## config.mk

```make
export PLATFORM = sky130hd
export DESIGN_NAME = morse_keyer
export DESIGN_NICKNAME = d
export VERILOG_FILES = /design/src/rtl/morse_pkg.sv /design/src/rtl/morse_rom.sv /design/src/rtl/morse_keyer.sv
export SDC_FILE = /design/constraint.sdc
export NUM_CORES = 1
export LEC_CHECK = 0
export BUFFER_PORTS_ARGS = -buffer_cell sky130_fd_sc_hd__buf_2
export CAP_MARGIN = 10
export CORE_UTILIZATION = 55
export CTS_CLUSTER_DIAMETER = 40
export CTS_CLUSTER_SIZE = 25
export DETAILED_ROUTE_END_ITERATION = 10
export PLACE_DENSITY_LB_ADDON = 0.05
export SYNTH_ARGS = -nofsm -noshare
export SYNTH_HDL_FRONTEND = slang
export SYNTH_SLANG_ARGS = --single-unit
```

## constraint.sdc

```tcl
create_clock -name clk -period 3.7 [get_ports clk]
set_input_delay 0.925 -clock clk [delete_from_list [all_inputs] [get_ports clk]]
set_output_delay 0.925 -clock clk [all_outputs]
set_load 0.03 [all_outputs]
```

## src/rtl/morse_pkg.sv

```systemverilog
// Shared definitions for the Morse keyer: character table, FSM states, space code.
// `MORSE_WORDSPACE_EN adds the WGAP state used by the word-space code.
package morse_pkg;

  localparam int         NUM_CHARS  = 36;
  localparam logic [5:0] SPACE_CODE = 6'd36;

`ifdef MORSE_WORDSPACE_EN
  typedef enum logic [2:0] {IDLE, MARK, EGAP, CGAP, WGAP} state_t;
`else
  typedef enum logic [1:0] {IDLE, MARK, EGAP, CGAP} state_t;
`endif

  // Entry = {pattern[4:0], width[2:0]}; pattern[width-1] is sent first, 1 = dash.
  localparam logic [7:0] MORSE_TABLE [NUM_CHARS] = '{
    8'b11111_101, 8'b01111_101, 8'b00111_101, 8'b00011_101, 8'b00001_101,
    8'b00000_101, 8'b10000_101, 8'b11000_101, 8'b11100_101, 8'b11110_101,
    8'b00001_010, 8'b01000_100, 8'b01010_100, 8'b00100_011, 8'b00000_001,
    8'b00010_100, 8'b00110_011, 8'b00000_100, 8'b00000_010, 8'b00111_100,
    8'b00101_011, 8'b00100_100, 8'b00011_010, 8'b00010_010, 8'b00111_011,
    8'b00110_100, 8'b01101_100, 8'b00010_011, 8'b00000_011, 8'b00001_001,
    8'b00001_011, 8'b00001_100, 8'b00011_011, 8'b01001_100, 8'b01011_100,
    8'b01100_100
  };

  function automatic int max_int(input int a, input int b);
    return (a > b) ? a : b;
  endfunction

endpackage

```

## src/rtl/morse_rom.sv

```systemverilog
// Combinational character code -> {pattern, width} lookup.
// Codes outside the table send as '0'.
module morse_rom
  import morse_pkg::*;
(
  input  logic [5:0] code,
  output logic [4:0] pat,
  output logic [2:0] width
);

  logic [7:0] entry;

  always_comb begin
    entry = MORSE_TABLE[0];
    if (code < 6'(NUM_CHARS)) entry = MORSE_TABLE[code];
  end

  assign pat   = entry[7:3];
  assign width = entry[2:0];

endmodule

```

## src/rtl/morse_keyer.sv

```systemverilog
// Buffered Morse transmitter: input FIFO, table lookup and unit-timed key FSM.
// `MORSE_WORDSPACE_EN makes code 36 a word space (WGAP) instead of '0'.
module morse_keyer
  import morse_pkg::*;
#(
  parameter int UNIT_CYCLES    = 5_000_000,
  parameter int DASH_UNITS     = 3,
  parameter int CHAR_GAP_UNITS = 3,
  parameter int WORD_GAP_UNITS = 7,
  parameter int FIFO_DEPTH     = 4
) (
  input  logic       clk,
  input  logic       rst,
  input  logic [5:0] in_data,
  input  logic       in_valid,
  output logic       in_ready,
  output logic       key,
  output logic       busy,
  output logic       done
);

  localparam int DOT_CYC  = UNIT_CYCLES;
  localparam int DASH_CYC = DASH_UNITS * UNIT_CYCLES;
  localparam int CGAP_CYC = CHAR_GAP_UNITS * UNIT_CYCLES;
  localparam int WGAP_CYC = (WORD_GAP_UNITS - CHAR_GAP_UNITS) * UNIT_CYCLES;
  localparam int MAX_CYC  = max_int(max_int(DOT_CYC, DASH_CYC), max_int(CGAP_CYC, WGAP_CYC));
  localparam int CW       = $clog2(MAX_CYC) + 1;
  localparam int AW       = $clog2(FIFO_DEPTH);

  // Counter reload values: a state lasts N cycles when entered with N-1.
  localparam logic [CW-1:0] DOT_LD  = CW'(DOT_CYC - 1);
  localparam logic [CW-1:0] DASH_LD = CW'(DASH_CYC - 1);
  localparam logic [CW-1:0] EGAP_LD = CW'(DOT_CYC - 1);
  localparam logic [CW-1:0] CGAP_LD = CW'(CGAP_CYC - 1);
`ifdef MORSE_WORDSPACE_EN
  localparam logic [CW-1:0] WGAP_LD = CW'(WGAP_CYC - 1);
`endif

  logic [5:0]    mem [FIFO_DEPTH];
  logic [AW-1:0] wptr, rptr;
  logic [AW:0]   count;
  logic          push, pop, empty, full;
  logic [5:0]    head;

  assign full     = (count == (AW+1)'(FIFO_DEPTH));
  assign empty    = (count == '0);
  assign in_ready = !full;
  assign push     = in_valid && in_ready;
  assign head     = mem[rptr];

  always_ff @(posedge clk or posedge rst) begin
    if (rst) begin
      wptr  <= '0;
      rptr  <= '0;
      count <= '0;
    end else begin
      if (push) wptr <= wptr + 1'b1;
      if (pop)  rptr <= rptr + 1'b1;
      case ({push, pop})
        2'b10:   count <= count + 1'b1;
        2'b01:   count <= count - 1'b1;
        default: count <= count;
      endcase
    end
  end

  always_ff @(posedge clk) begin
    if (push) mem[wptr] <= in_data;
  end

  logic [4:0] rom_pat;
  logic [2:0] rom_w, rom_last;

  morse_rom u_rom (
    .code  (head),
    .pat   (rom_pat),
    .width (rom_w)
  );

  assign rom_last = rom_w - 3'd1;

  state_t        state, state_d, start_state;
  logic [CW-1:0] cnt, cnt_d, start_cnt;
  logic [4:0]    pat, pat_d;
  logic [2:0]    idx, idx_d;
  logic          done_d;

  // First state and duration of the character at the FIFO head.
  always_comb begin
    start_state = MARK;
    start_cnt   = rom_pat[rom_last] ? DASH_LD : DOT_LD;
`ifdef MORSE_WORDSPACE_EN
    if (head == SPACE_CODE) begin
      start_state = WGAP;
      start_cnt   = WGAP_LD;
    end
`endif
  end

  always_comb begin
    state_d = state;
    cnt_d   = (cnt != '0) ? cnt - 1'b1 : cnt;
    pat_d   = pat;
    idx_d   = idx;
    pop     = 1'b0;
    done_d  = 1'b0;
    case (state)
      IDLE: begin
        if (!empty) begin
          pop     = 1'b1;
          state_d = start_state;
          cnt_d   = start_cnt;
          pat_d   = rom_pat;
          idx_d   = rom_last;
        end
      end
      MARK: begin
        if (cnt == '0) begin
          if (idx != 3'd0) begin
            state_d = EGAP;
            cnt_d   = EGAP_LD;
            idx_d   = idx - 1'b1;
          end else begin
            state_d = CGAP;
            cnt_d   = CGAP_LD;
          end
        end
      end
      EGAP: begin
        if (cnt == '0) begin
          state_d = MARK;
          cnt_d   = pat[idx] ? DASH_LD : DOT_LD;
        end
      end
      CGAP
`ifdef MORSE_WORDSPACE_EN
      , WGAP
`endif
      : begin
        // Last gap cycle: chain straight into the next character when one is waiting.
        if (cnt == '0) begin
          done_d = 1'b1;
          if (!empty) begin
            pop     = 1'b1;
            state_d = start_state;
            cnt_d   = start_cnt;
            pat_d   = rom_pat;
            idx_d   = rom_last;
          end else begin
            state_d = IDLE;
          end
        end
      end
      default: state_d = IDLE;
    endcase
  end

  // Outputs are registered from the current state, so they trail it by one cycle.
  always_ff @(posedge clk or posedge rst) begin
    if (rst) begin
      state <= IDLE;
      cnt   <= '0;
      key   <= 1'b0;
      done  <= 1'b0;
      busy  <= 1'b0;
    end else begin
      state <= state_d;
      cnt   <= cnt_d;
      key   <= (state == MARK);
      done  <= done_d;
      busy  <= (state != IDLE) || !empty;
    end
  end

  always_ff @(posedge clk) begin
    pat <= pat_d;
    idx <= idx_d;
  end

endmodule
```

==> flow_summary.json <==
{
  "wl_per_cell_um": 16.6,
  "critPathMaxStageDelay_ns": 0.66,
  "h-tree-depth": 3,
  "grt_pass1_vias": 3086,
  "drive_above_1_share_pct": 14.6,
  "setup_ws_ns": 0.270,
  "p_leak_nw": 1.94,
  "fin_crit_sh_pct": 92.7,
  "grt_use_total_pct": 24.2,
  "cts-root-buf": "clkbuf_8",
  "cts_tree": "built",
  "ys.flop_type": "dfrtp_1",
  "post-route-drc-count": 0,
  "finalSetupTns_ns": 0,
  "crit_fanout": 15,
  "timing.rr.start": "rptr[0]",
  "hp-class": "reg2reg",
  "crit_chain": "buf_4 > mux4_2 > nor2b_1 > a22oi_1 > o211ai_1 > o21ai_0 > a22oi_1 > ha_1 > xnor2_2 > a211o_1 > a21oi_2 > o211ai_1",
  "multi_input_area_sq_um": 2190,
  "vias": 3189,
  "grt_overflow_total": 0,
  "ant_nets": 0,
  "hold_viol": 0,
  "slew_viol_final": 0,
  "syn2layout_area_growth_pct": 9.40,
  "synth_edf_count": 32,
  "io-pin-count": 13,
  "antenna_found_initial": 0,
  "cts_buffers": 9,
  "clkSinkCount": 70,
  "timing.critical_path.from": "rptr[0]",
  "ctsLongestPathBuffers": 2,
  "routabilityCongestion": 0.888,
  "die_h_um": 90.6,
  "crit_family": "compound AO/OA/AOI/OAI gates",
  "drt_iter0_drc": 203,
  "worst_path_max_delay_cell": "mux4_2",
  "synthArstFlopShare_pct": 54.3,
  "path_class": "reg2reg",
  "worst-r2r-cell-count": 12,
  "ir_drop_mv": 0.537,
  "maxCapViolCount": 0,
  "ys_seq_area_share_pct": 44.3,
  "required_ns": 3.92,
  "antennaDiodeCount": 0,
  "cts-resized-gates": 0,
  "register_area_sq_um": 1910,
  "yosysWarnings": 0,
  "cp-end-kind": "flip-flop",
  "synth_cell_type_count": 70,
  "dr.pass1.iters": 5,
  "grt_pass1_wl_um": 15400,
  "setup_violations": 0,
  "power_density_nw_per_um2": 1000,
  "crit_path_end": "cnt[7]",
  "pre_cts_slack_ns": 0.297,
  "start_kind": "flip-flop",
  "dieWidth_um": 90.6,
  "regToRegEndpoint": "cnt[7]",
  "fp.dieArea_sq_um": 8200,
  "start_util_pct": 58.2,
  "holdBufCountCts": 0,
  "synth_seq_cells": 70,
  "nets": 472,
  "fillerInstances": 628,
  "arrival_ns": 3.65,
  "post_cts_buffers": 0,
  "min_period_ns": 3.43,
  "netlist_instances": 417,
  "slew-limit-headroom_pct": 49.3,
  "portBuffers": 12,
  "worst_pin_slew_ns": 0.761,
  "layout_common_cells": "dfrtp_1, nor2_1, edfxtp_1",
  "synth_area_sq_um": 4310,
  "rows": 31,
  "hpwlAfterDp_um": 6640,
  "clk_pin_slew_ns": 0.07,
  "syn-num-nets": 450,
  "layout_commonest_cell": "dfrtp_1",
  "r2r_slack_ns": 0.27,
  "rsz0062_at_grt": "false",
  "clock.fmax_ghz": 0.292,
  "crit_cells": 12,
  "avgSynthCellArea_sq_um": 10.3,
  "clkLatencyLatePin_ns": 0.35,
  "viasPerCell": 5.87,
  "skew_ns": 0.0109,
  "run_status": "finished clean",
  "routed_wl_um": 9020,
  "design.core.area_sq_um": 7410,
  "cp.buffers_inverters": 1,
  "grt_max_degree": 39
}
metrics by stage:
stage	hold slack (ns)	total power [mW]	utilization, %	instance area, sq um	std cells
after floorplan	0.472	3.47	-	4310	417
after global placement	0.497	4.08	60.9	4510	527
after detailed placement	0.515	4.10	60.9	4510	527
after CTS	0.525	4.73	63.7	4720	543
after global routing	0.547	5.14	63.7	4720	543
final	0.517	4.73	63.7	4720	543
synthesized netlist by cell type, types with 3 or more instances:
cell type,n,area [sq um]
buf_6,4,45.0
edfxtp_1,32,961
nand2_1,30,113
mux2i_1,4,40.0
or4_1,3,22.5
nor2b_1,4,25.0
o21ai_1,6,30.0
nor2_1,34,128
dfrtp_1,38,951
o31ai_1,3,22.5
a211oi_1,8,60.1
nand2b_1,5,31.3
a31oi_1,6,37.5
and2_1,3,18.8
inv_1,27,101
and3_1,5,31.3
or3_1,3,18.8
ha_1,23,288
o31a_1,3,26.3
xor2_1,15,131
xnor2_1,16,140
mux4_2,7,158
a211o_1,3,26.3
o211ai_1,5,37.5
a21oi_1,25,125
nor4_1,4,25.0
nand3_1,5,25.0
nor3_1,18,90.1
buf_2,4,20.0
o21ai_0,20,100
a22oi_1,3,22.5
clkbuf_1,7,26.3
registers in the layout, summed over array words and instances, names as in the netlist, 2 cells and up:
signal	flops
cnt	26
count	3
idx	3
mem	24
pat	5
rptr	2
state	2
wptr	2
cell type report:
cell class | count | area share, %
timing repair buffer | 27 | 3.66
multi-input combinational | 301 | 46.5
clock inverter | 4 | 0.583
tap | 99 | 2.62
inverter | 30 | 2.39
sequential | 70 | 40.5
clock buffer | 12 | 3.76
cells by family after synthesis:
family                     after synthesis  synth area share [%]
muxes                                   13                  5.45
xor gates and xnor gates                32                  6.67
and+or+nand+nor                        129                  15.7
AOI/OAI and AO/OA                      103                  15.9
adders and majority gates               24                  7.13
DFF                                     70                  44.3
buffers and inverters                   46                  4.84
where the power goes:
part / switching [mW] / leakage (nW) / internal, mW / total (mW)
registers: 0.226 / 0.771 / 1.14 / 1.37
clock network: 0.294 / 0.107 / 0.325 / 0.619
logic: 1.63 / 1.06 / 1.11 / 2.74
total: 2.15 / 1.94 / 2.58 / 4.73
layer usage:
metal	track usage [%]	share of wire (%)
met1	35.6	50
met3	4.12	4.4
met2	35.9	44
met4	8.47	1.5
met5	0	0
how the worst min path moves through the flow:
| stage | startpoint | endpoint | slack [ns] | cells after the start |
|---|---|---|---|---|
| floorplan | count[0] | count[0] | 0.47 | 1 |
| global placement | count[0] | count[0] | 0.50 | 1 |
| detailed placement | count[2] | count[2] | 0.51 | 1 |
| CTS | count[2] | count[2] | 0.53 | 1 |
| global route | count[2] | count[2] | 0.55 | 1 |
| finish | count[2] | count[2] | 0.52 | 1 |
worst register-to-register path, cell delays in order, from the launching register on:
cell	delay, ns
dfrtp_1	0.53
buf_4	0.21
mux4_2	0.66
nor2b_1	0.32
a22oi_1	0.14
o211ai_1	0.10
o21ai_0	0.14
a22oi_1	0.17
ha_1	0.22
xnor2_2	0.14
a211o_1	0.33
a21oi_2	0.24
o211ai_1	0.12
Power figures use the tool's default switching activity.
